## config.mk

```make
export PLATFORM = sky130hd
export DESIGN_NAME = shape_drawer
export DESIGN_NICKNAME = d
export VERILOG_FILES = /design/src/rtl/draw_pkg.sv /design/src/rtl/circle_octant_gen.sv /design/src/rtl/shape_drawer.sv
export SDC_FILE = /design/constraint.sdc
export NUM_CORES = 1
export LEC_CHECK = 0
export CAP_MARGIN = 0
export CORE_MARGIN = 8
export CORE_UTILIZATION = 45
export DETAILED_ROUTE_END_ITERATION = 7
export GPL_ROUTABILITY_DRIVEN = 0
export GPL_TIMING_DRIVEN = 0
export PLACE_DENSITY = 0.71
export SLEW_MARGIN = 20
export SYNTH_ARGS = -nofsm -noshare
export SYNTH_HDL_FRONTEND = slang
export SYNTH_SLANG_ARGS = --single-unit
```

## constraint.sdc

```tcl
create_clock -name clk -period 8.2 [get_ports clk]
set_clock_uncertainty 0.1 [all_clocks]
set_input_delay 1.64 -clock clk [delete_from_list [all_inputs] [get_ports clk]]
set_output_delay 1.64 -clock clk [all_outputs]
set_load 0.02 [all_outputs]
```

## src/rtl/draw_pkg.sv

```systemverilog
// Shared types and constants for the shape drawing engine.
package draw_pkg;

  typedef enum logic [2:0] {
    IDLE,
    SETUP,
    PLOT,
    NEXT_ARC,
    DONE
  } state_t;

  typedef enum logic {
    MODE_CIRCLE,
    MODE_REULEAUX
  } mode_t;

  // sqrt(3)/6 and sqrt(3)/3 in Q8 fixed point, used for the triangle vertices.
  localparam int SQRT3_6_Q8 = 74;
  localparam int SQRT3_3_Q8 = 148;

  // Signed coordinate width wide enough that centre +/- offsets never wrap.
  function automatic int coord_width(input int xw, input int yw, input int rw);
    int m;
    m = (xw > yw) ? xw : yw;
    m = (m > rw) ? m : rw;
    return m + 4;
  endfunction

endpackage

```

## src/rtl/circle_octant_gen.sv

```systemverilog
// Midpoint circle walker: emits one octant offset per step and flags the
// final point of the arc.
module circle_octant_gen #(
  parameter int RW = 8,
  parameter int CW = 12
) (
  input  logic                 clk,
  input  logic                 rst,
  input  logic                 load,
  input  logic                 step,
  input  logic [RW-1:0]        r,
  output logic signed [CW-1:0] dx,
  output logic signed [CW-1:0] dy,
  output logic                 last
);

  localparam logic signed [CW-1:0] ZERO = '0;
  localparam logic signed [CW-1:0] ONE  = CW'(1);

  logic signed [CW-1:0] ox, oy, crit;
  logic signed [CW-1:0] ox_n, oy_n, crit_n;
  logic signed [CW-1:0] r_ext;
  logic [2:0]           octant;

  assign r_ext = CW'(r);

  // Walker update applied after the eighth octant point of an iteration.
  always_comb begin
    oy_n   = oy + ONE;
    ox_n   = ox;
    crit_n = crit + (oy_n <<< 1) + ONE;
    if (crit > ZERO) begin
      ox_n   = ox - ONE;
      crit_n = crit + ((oy_n - ox_n) <<< 1) + ONE;
    end
  end

  // The arc ends when the updated walker has crossed the 45-degree line.
  assign last = (octant == 3'd7) && (oy_n > ox_n);

  // Octant offset for the current point, in the fixed drawing order.
  always_comb begin
    dx = ZERO;
    dy = ZERO;
    case (octant)
      3'd0: begin dx =  ox; dy =  oy; end
      3'd1: begin dx =  oy; dy =  ox; end
      3'd2: begin dx = -oy; dy =  ox; end
      3'd3: begin dx = -ox; dy =  oy; end
      3'd4: begin dx = -ox; dy = -oy; end
      3'd5: begin dx = -oy; dy = -ox; end
      3'd6: begin dx =  oy; dy = -ox; end
      default: begin dx = ox; dy = -oy; end
    endcase
  end

  // Walker registers: load starts a new arc, step advances one point.
  always_ff @(posedge clk or posedge rst) begin
    if (rst) begin
      ox     <= ZERO;
      oy     <= ZERO;
      crit   <= ZERO;
      octant <= 3'd0;
    end else if (load) begin
      ox     <= r_ext;
      oy     <= ZERO;
      crit   <= ONE - r_ext;
      octant <= 3'd0;
    end else if (step) begin
      octant <= octant + 3'd1;
      if (octant == 3'd7) begin
        ox   <= ox_n;
        oy   <= oy_n;
        crit <= crit_n;
      end
    end
  end

endmodule

```

## src/rtl/shape_drawer.sv

```systemverilog
// Circle / Reuleaux triangle outline drawer feeding the VGA plot port.
// Handshake: start is sampled in IDLE; done stays high in DONE until start
// drops; abort cancels any active drawing; vga_plot is a one-cycle write
// strobe per on-screen, in-arc pixel.
module shape_drawer #(
  parameter int SCREEN_W = 160,
  parameter int SCREEN_H = 120,
  parameter int XW       = 8,
  parameter int YW       = 7,
  parameter int RW       = 8,
  parameter int COLW     = 3
) (
  input  logic            clk,
  input  logic            rst,
  input  logic            start,
  input  logic            abort,
  input  logic            mode,
  input  logic [COLW-1:0] colour,
  input  logic [XW-1:0]   centre_x,
  input  logic [YW-1:0]   centre_y,
  input  logic [RW-1:0]   size,
  output logic            done,
  output logic            busy,
  output logic [XW-1:0]   vga_x,
  output logic [YW-1:0]   vga_y,
  output logic [COLW-1:0] vga_colour,
  output logic            vga_plot
);

  import draw_pkg::*;

  localparam int CW = coord_width(XW, YW, RW);
  localparam logic signed [CW-1:0] SW_S = CW'(SCREEN_W);
  localparam logic signed [CW-1:0] SH_S = CW'(SCREEN_H);
  localparam logic [7:0] K_H1 = 8'(SQRT3_6_Q8);
  localparam logic [7:0] K_H2 = 8'(SQRT3_3_Q8);

  state_t               state, state_n;
  mode_t                mode_q;
  logic [COLW-1:0]      colour_q;
  logic [XW-1:0]        cx_q;
  logic [YW-1:0]        cy_q;
  logic [RW-1:0]        size_q;
  logic [1:0]           arc_q;
  logic signed [CW-1:0] ac_x, ac_y, ac_x_n, ac_y_n;
  logic [RW+7:0]        prod1, prod2;
  logic signed [CW-1:0] cx_s, cy_s, half_s, h1_s, h2_s;
  logic signed [CW-1:0] c1x, c1y, c2x, c3x, c3y;
  logic signed [CW-1:0] dx, dy, px, py;
  logic                 walk_load, walk_step, walk_last;
  logic                 in_arc, on_screen;

  circle_octant_gen #(.RW(RW), .CW(CW)) u_walker (
    .clk  (clk),
    .rst  (rst),
    .load (walk_load),
    .step (walk_step),
    .r    (size_q),
    .dx   (dx),
    .dy   (dy),
    .last (walk_last)
  );

  // Triangle vertices derived from the latched centre and diameter.
  always_comb begin
    prod1  = {8'd0, size_q} * {{RW{1'b0}}, K_H1};
    prod2  = {8'd0, size_q} * {{RW{1'b0}}, K_H2};
    h1_s   = CW'(prod1 >> 8);
    h2_s   = CW'(prod2 >> 8);
    half_s = CW'(size_q >> 1);
    cx_s   = CW'(cx_q);
    cy_s   = CW'(cy_q);
    c1x    = cx_s + half_s;
    c1y    = cy_s + h1_s;
    c2x    = cx_s - half_s;
    c3x    = cx_s;
    c3y    = cy_s - h2_s;
  end

  // Arc centre for the arc about to be drawn.
  always_comb begin
    ac_x_n = cx_s;
    ac_y_n = cy_s;
    if (mode_q == MODE_REULEAUX) begin
      case (arc_q)
        2'd0:    begin ac_x_n = c3x; ac_y_n = c3y; end
        2'd1:    begin ac_x_n = c1x; ac_y_n = c1y; end
        default: begin ac_x_n = c2x; ac_y_n = c1y; end
      endcase
    end
  end

  // Candidate pixel, arc filter and screen clipping.
  always_comb begin
    px     = ac_x + dx;
    py     = ac_y + dy;
    in_arc = 1'b1;
    if (mode_q == MODE_REULEAUX) begin
      case (arc_q)
        2'd0:    in_arc = (py >= c1y);
        2'd1:    in_arc = (px <= c3x) && (py <= c1y);
        default: in_arc = (px >= c3x) && (py <= c1y);
      endcase
    end
    on_screen = !px[CW-1] && (px < SW_S) && !py[CW-1] && (py < SH_S);
  end

  // State register.
  always_ff @(posedge clk or posedge rst) begin
    if (rst) state <= IDLE;
    else     state <= state_n;
  end

  // Request latches, arc index and arc centre.
  always_ff @(posedge clk or posedge rst) begin
    if (rst) begin
      mode_q   <= MODE_CIRCLE;
      colour_q <= '0;
      cx_q     <= '0;
      cy_q     <= '0;
      size_q   <= '0;
      arc_q    <= 2'd0;
      ac_x     <= '0;
      ac_y     <= '0;
    end else begin
      if (state == IDLE && start) begin
        mode_q   <= mode_t'(mode);
        colour_q <= colour;
        cx_q     <= centre_x;
        cy_q     <= centre_y;
        size_q   <= size;
        arc_q    <= 2'd0;
      end
      if (state == SETUP) begin
        ac_x <= ac_x_n;
        ac_y <= ac_y_n;
      end
      if (state == NEXT_ARC && !abort && arc_q != 2'd2) arc_q <= arc_q + 2'd1;
    end
  end

  // Next-state and output decode; abort takes priority over every advance.
  always_comb begin
    state_n    = state;
    done       = 1'b0;
    busy       = 1'b0;
    vga_plot   = 1'b0;
    vga_x      = '0;
    vga_y      = '0;
    vga_colour = '0;
    walk_load  = 1'b0;
    walk_step  = 1'b0;
    case (state)
      IDLE: begin
        if (start) state_n = SETUP;
      end
      SETUP: begin
        busy      = 1'b1;
        walk_load = !abort;
        state_n   = abort ? IDLE : PLOT;
      end
      PLOT: begin
        busy       = 1'b1;
        vga_x      = px[XW-1:0];
        vga_y      = py[YW-1:0];
        vga_colour = colour_q;
        vga_plot   = in_arc && on_screen && !abort;
        walk_step  = !abort;
        if (abort)          state_n = IDLE;
        else if (walk_last) state_n = (mode_q == MODE_CIRCLE) ? DONE : NEXT_ARC;
      end
      NEXT_ARC: begin
        busy = 1'b1;
        if (abort)               state_n = IDLE;
        else if (arc_q == 2'd2)  state_n = DONE;
        else                     state_n = SETUP;
      end
      DONE: begin
        done = 1'b1;
        if (!start) state_n = IDLE;
      end
      default: state_n = IDLE;
    endcase
  end

endmodule

```

Yosys cells after proc, flatten, opt, wreduce, memory -nomap -nowiden
Index checks and enable logic that the tools add are counted.
{"block": "word_totals", "regBits": 95, "output_inout_bits": 21}
{"block": "classes", "add_sub_neg": 18, "mul": 2, "n_lt_le_gt_ge": 8, "n_eq_ne": 17, "mux": 40, "n_reduce_logical": 29}
{"cell": "$mux 12", "count": 14}
{"cell": "$pmux 12 s3", "count": 2}
{"cell": "$add 12x12->12", "count": 4}
{"cell": "$add 12x2->12 const B", "count": 3}
{"cell": "$mux 3", "count": 10}
{"cell": "$mul 8x6->14 const B", "count": 2}
{"cell": "$ge 12x9->1", "count": 2}
{"cell": "$le 12x9->1", "count": 2}
{"cell": "$neg 12->12", "count": 2}
{"cell": "$pmux 12 s2", "count": 1}
{"cell": "$eq 3x3->1 const B", "count": 5}
{"cell": "$pmux 3 s5", "count": 1}
{"cell": "$eq 3x2->1 const B", "count": 4}
{"cell": "$gt 12x1->1 const B", "count": 1}
{"cell": "$gt 12x12->1", "count": 1}
{"cell": "$lt 12x8->1 const B", "count": 1}
{"cell": "$lt 12x9->1 const B", "count": 1}
{"cell": "$reduce_or 2->1", "count": 6}
{"cell": "$sub 12x2->12 const B", "count": 1}
{"cell": "$logic_and 1x1->1", "count": 11}
{"cell": "$sub 11x11->11", "count": 1}
{"cell": "$add 8x7->9", "count": 1}
{"cell": "$sub 1x8->9 const A", "count": 1}
{"cell": "$sub 7x8->9", "count": 1}
{"cell": "other kinds (21)", "count": 36}

Longest topological paths before layout
{"block": "depth", "word_depth": 11, "depth_mapped": 26, "depth_no_buf": 26}

Hierarchy
A second synthesis with hierarchy kept.
{"block": "hier_totals", "hier_cells": 1318, "hier_area_um2": 10546.4}
{"mod": "shape_drawer", "n_inst": 1, "cells_each": 623, "area_each_um2": 5323.9, "seq_area_each_um2": 1276.2}
{"mod": "circle_octant_gen", "n_inst": 1, "cells_each": 695, "area_each_um2": 5222.5, "seq_area_each_um2": 975.9}

Worst setup path before layout
OpenSTA, ideal clock, no wires.
{"block": "synth_path", "path_kind": "register to output", "startpoint": "reg size_q[4]", "endpoint": "out vga_plot", "arrival_ns": 5.208, "path_slack_ns": 1.252, "stages_incl_launch_ff": 24, "path_buffers": 0, "path_cell_list": "dfrtp_1 -> ha_1 -> ha_1 -> fa_1 -> ha_1 -> a21oi_1 -> nor2b_1 -> nor2_1 -> nor2b_1 -> nor2_1 -> xnor2_1 -> ha_1 -> a21oi_1 -> a21boi_0 -> o21ai_0 -> a21oi_1 -> nand2b_1 -> ha_1 -> o41ai_1 -> o21ai_0 -> xnor2_1 -> a31oi_1 -> nand4_1 -> a2111oi_2"}
{"block": "synth_via", "elab_chain_len": 9}
{"element": "from (decl)", "line_no": "shape_drawer.sv:43", "text": "logic [RW-1:0] size_q;"}
{"element": "from (signal assigned)", "line_no": "shape_drawer.sv:131", "text": "size_q <= size;"}
{"element": "$mul 8x6->14 (*)", "line_no": "shape_drawer.sv:66", "text": "prod1 = {8'd0, size_q} * {{RW{1'b0}}, K_H1};"}
{"element": "$add 7x7->8 (*)", "line_no": "shape_drawer.sv:74", "text": "c1y = cy_s + h1_s;"}
{"element": "$le 12x9->1", "line_no": "shape_drawer.sv:101, shape_drawer.sv:102"}
{"element": "$logic_and 1x1->1, on equally long branches", "line_no": "shape_drawer.sv:102, shape_drawer.sv:101"}
{"element": "$pmux 1 s2 (*)", "line_no": "shape_drawer.sv:99", "text": "case (arc_q)"}
{"element": "$mux 1 (*)", "line_no": "shape_drawer.sv:98", "text": "if (mode_q == MODE_REULEAUX) begin"}
{"element": "$logic_and 1x1->1 (*) (2 in series)", "line_no": "shape_drawer.sv:167", "text": "vga_plot = in_arc && on_screen && !abort;"}
{"element": "$mux 1 (*)", "line_no": "shape_drawer.sv:153", "text": "case (state)"}
{"element": "to (decl)", "line_no": "shape_drawer.sv:27", "text": "output logic vga_plot"}
Every way passes the cells marked *; elsewhere a longest branch is shown, timed or not.

Worst setup path in the final report
{"block": "layout_path", "startpoint": "reg size_q[5]", "endpoint": "out vga_plot"}
Same word-level chain as after synthesis.

==> impl_metrics.csv <==
group,metric,value,unit
detailed_routing,drc,0,
cts,htreeDepth,3,
grt,grt_overflow,0,
cts,clk_pin_slew,80,ps
sta,setup_viol,0,
logic_synthesis,synth_edf_count,0,
min_path,hold_class,"reg2reg",
sta,grt_setup_unrepaired,"false",
logic_synthesis,ys_seq_area_share,20.97,%
die,initial_core_util,45.75,%
placed_design,io_buffers,51,
setup_path,cp_data_required_time,6460,ps
sta,worst_pin_slew,906.6,ps
grt,grt_pass1_vias,10000,
cts,clk_path_buf_depth,2,
layout,seq_area,2258,um2
logic_synthesis,synth-compound-area-share,23.50,%
setup_path,cp_max_fo,7,
grt,grt_pass1_wl,51980,um
grt,grt_max_degree,60,
grt,grtUsageTotal,22.46,%
job,maxCapViolCount,0,
grt,grt_util_met2,37.52,%
layout,finish.instance_area,12100,um2
detailed_routing,routed_wl,32800,um
cts,worstSkewPairLatency,370,ps
detailed_routing,num_vias,10590,
layout,multi_input_area,7954,um2
grt,antenna_found_initial,0,
die,die_width,170.5,um
setup_path,critPathKind,"reg2out",
layout,fin_nets,1639,
grt,gr-max-usage-layer,"met2",
die,core_area,23470,um2
setup_path,endpoint_kind,"primary output",
logic_synthesis,yosys.area_share.simple,19.89,%
logic_synthesis,ys_ff_latch,90,
logic_synthesis,syn_area_per_cell,7.753,um2
grt,grtUsageMet3,3.128,%
setup_path,worstSetupStartpointType,"flop",
logic_synthesis,post_synth_main_area_contributors,"dfrtp_1 (21%), ha_1 (17%), o21ai_0 (7.1%)",
placed_design,pre_cts_slack,-331.4,ps
logic_synthesis,synth-main-ff-cell,"dfrtp_1",
sta,hold_violations,0,
layout,nFillCells,2237,
outcome,outcome,"finished, final reports clean",
detailed_routing,viasPerCell,5.957,
layout,final_util,51.55,%
logic_synthesis,async_reset_ff_share,100.0,%
layout,drive_gt1_share,5.693,%
detailed_routing,drt_iter0_drc,928,
cts,cts_inserted_buffers,9,
sta,period_minus_slack,7863,ps
sta,slew-limit-headroom,39.09,%
cts,cts_tree,"yes",
sta,finalCritPeriodShare,95.89,%
detailed_routing,first_pass_iters,6,
logic_synthesis,synthXorXnorAreaFrac,8.786,%
detailed_routing,antenna_left,0,
logic_synthesis,yosysTopAreaCell,"dfrtp_1",
logic_synthesis,synth_area,10740,um2
grt,met1_usage,28.64,%
logic_synthesis,syn_inst,1385,
logic_synthesis,synth_top_area_share,20.97,%
die,die-area,29060,um2
logic_synthesis,synth-adder-area-share,18.90,%
sta,final_max_slew_viol_count,0,
placed_design,dp_hpwl,25860,um
die,boundaryPins,52,
die,dieHeight,170.5,um
logic_synthesis,synthMuxAreaShare,2.400,%
logic_synthesis,synth_top_family_by_area,"compound AO/OA/AOI/OAI gates",
cts,cts.sinks,90,
sta,fin_ws,337.3,ps
logic_synthesis,synth_nets,1571,
placed_design,place_area,11680,um2
detailed_routing,wl_per_cell,18.46,um
logic_synthesis,yosys.cell_types.count,72,
die,rows,56,
cts,root_buffer,"clkbuf_16",
layout,diodes,0,
sta,fmax,127.2,MHz
logic_synthesis,ys_warn_count,0,
layout,area_growth,12.69,%
setup_path,critical_path_arrival,6120,ps
==> state kept, by name (all words and copies together) (netlist names) <==
name             flops
size_q               8
u_walker.oy         12
u_walker.octant      3
cx_q                 8
arc_q                2
u_walker.ox         12
u_walker.crit       12
ac_y                 9
colour_q             3
ac_x                10
cy_q                 7
state                3
mode_q               1
==> layout by cell type (no fill, tap or decap), types with 13 or more instances in the layout <==
master,netlist,routed
a211oi_1,16,16
a21o_1,19,19
a21oi_1,87,84
and2_1,14,14
clkbuf_1,53,51
clkdlybuf4s50_1,0,50
dfrtp_1,90,85
ha_1,143,142
inv_1,90,89
nand2_1,134,134
nand3_1,26,26
nor2_1,135,134
nor2b_1,19,19
nor3_1,36,36
o211ai_1,17,17
o21a_1,13,13
o21ai_0,153,150
xnor2_1,62,61
xor2_1,43,43
==> through the flow <==
step                setup TNS [ps]  std cells  hold slack, ps
floorplan                        0       1385           356.3
global placement            -260.6       1755           375.9
detailed placement          -331.4       1756           386.1
CTS                              0       1773           402.6
global route                     0       1777           427.8
finish                           0       1777           396.4
==> critical path, cell delays in order (launching register included) <==
cell and delay [ps]:
dfrtp_2 510, ha_1 330, ha_1 280, inv_1 60, fa_1 550, inv_1 50, ha_1 300, nor2b_1 160
nor2_1 170, nor2b_1 80, nor2_2 170, xnor2_2 90, ha_1 340, a21oi_1 190, a21boi_0 110, o21ai_1 170
a21oi_1 120, nand2b_1 180, ha_1 240, o41ai_2 350, o21ai_1 140, xnor2_1 140, a31oi_1 170, nand4_1 170
a2111oi_4 380, clkdlybuf4s15_2 320
==> cells by family (layout without fill, tap and decap cells) <==
| family | Yosys count | count (layout) |
|---|---|---|
| simple gates | 450 | 450 |
| mux | 23 | 23 |
| xor+xnor | 106 | 106 |
| fa+ha+maj | 155 | 155 |
| flops | 90 | 90 |
| compound gates | 407 | 407 |
| buf+inv | 154 | 227 |
==> worst paths after layout <==
check	from	endpoint	slack, ps	cells after the start
setup / recovery	size_q[5]$_DFFE_PP0P_	vga_plot	340	25
hold / removal	ac_y[2]$_DFFE_PP0N_	ac_y[2]$_DFFE_PP0N_	400	2
setup reg to reg	u_walker.ox[0]$_DFFE_PP0P_	state[0]$_DFFE_PP0P_	3170	13
hold reg to reg	ac_y[2]$_DFFE_PP0N_	ac_y[2]$_DFFE_PP0N_	400	2
max in group asynchronous	rst	u_walker.oy[0]$_DFFE_PP0P_	5870	3
min in group asynchronous	rst	size_q[4]$_DFFE_PP0P_	1510	2
==> cell usage after synthesis (all sizes together), types with 13 or more instances <==
library cell  number
o21ai            154
ha               143
nand2            135
nor2             135
dfrtp             90
inv               90
a21oi             87
xnor2             62
clkbuf            53
xor2              43
nor3              36
nand3             26
a21o              19
nor2b             19
o211ai            17
a211oi            16
and2              14
or3               14
o21a              13
==> layout make-up <==
cell class / instances / area share (%)
Multi-Input combinational cell: 1141 / 65.73
Sequential cell: 90 / 18.66
Timing Repair Buffer: 57 / 4.767
Tap cell: 319 / 3.299
Inverter: 90 / 2.833
Buffer: 64 / 2.171
Clock buffer: 9 / 1.861
Clock inverter: 7 / 0.6721
==> what timing repair did <==
| action | in CTS | in global routing |
|---|---|---|
| gates cloned | 0 | 0 |
| endpoints found under the setup margin | 1 | 1 |
| endpoints found under the hold margin | 0 | 0 |
| hold buffers | 0 | 0 |
| gates resized for setup | 14 | 13 |
| setup buffers | 1 | 4 |
==> routing by layer <==
layer	up-vias	wire length, um
li1	5084	-
met1	4945	13900
met2	458	15380
met3	99	2201
met4	0	1315
met5	-	0
Power is not shown: default switching activity piles up to over one toggle a cycle in this logic, so the estimate is an artifact.
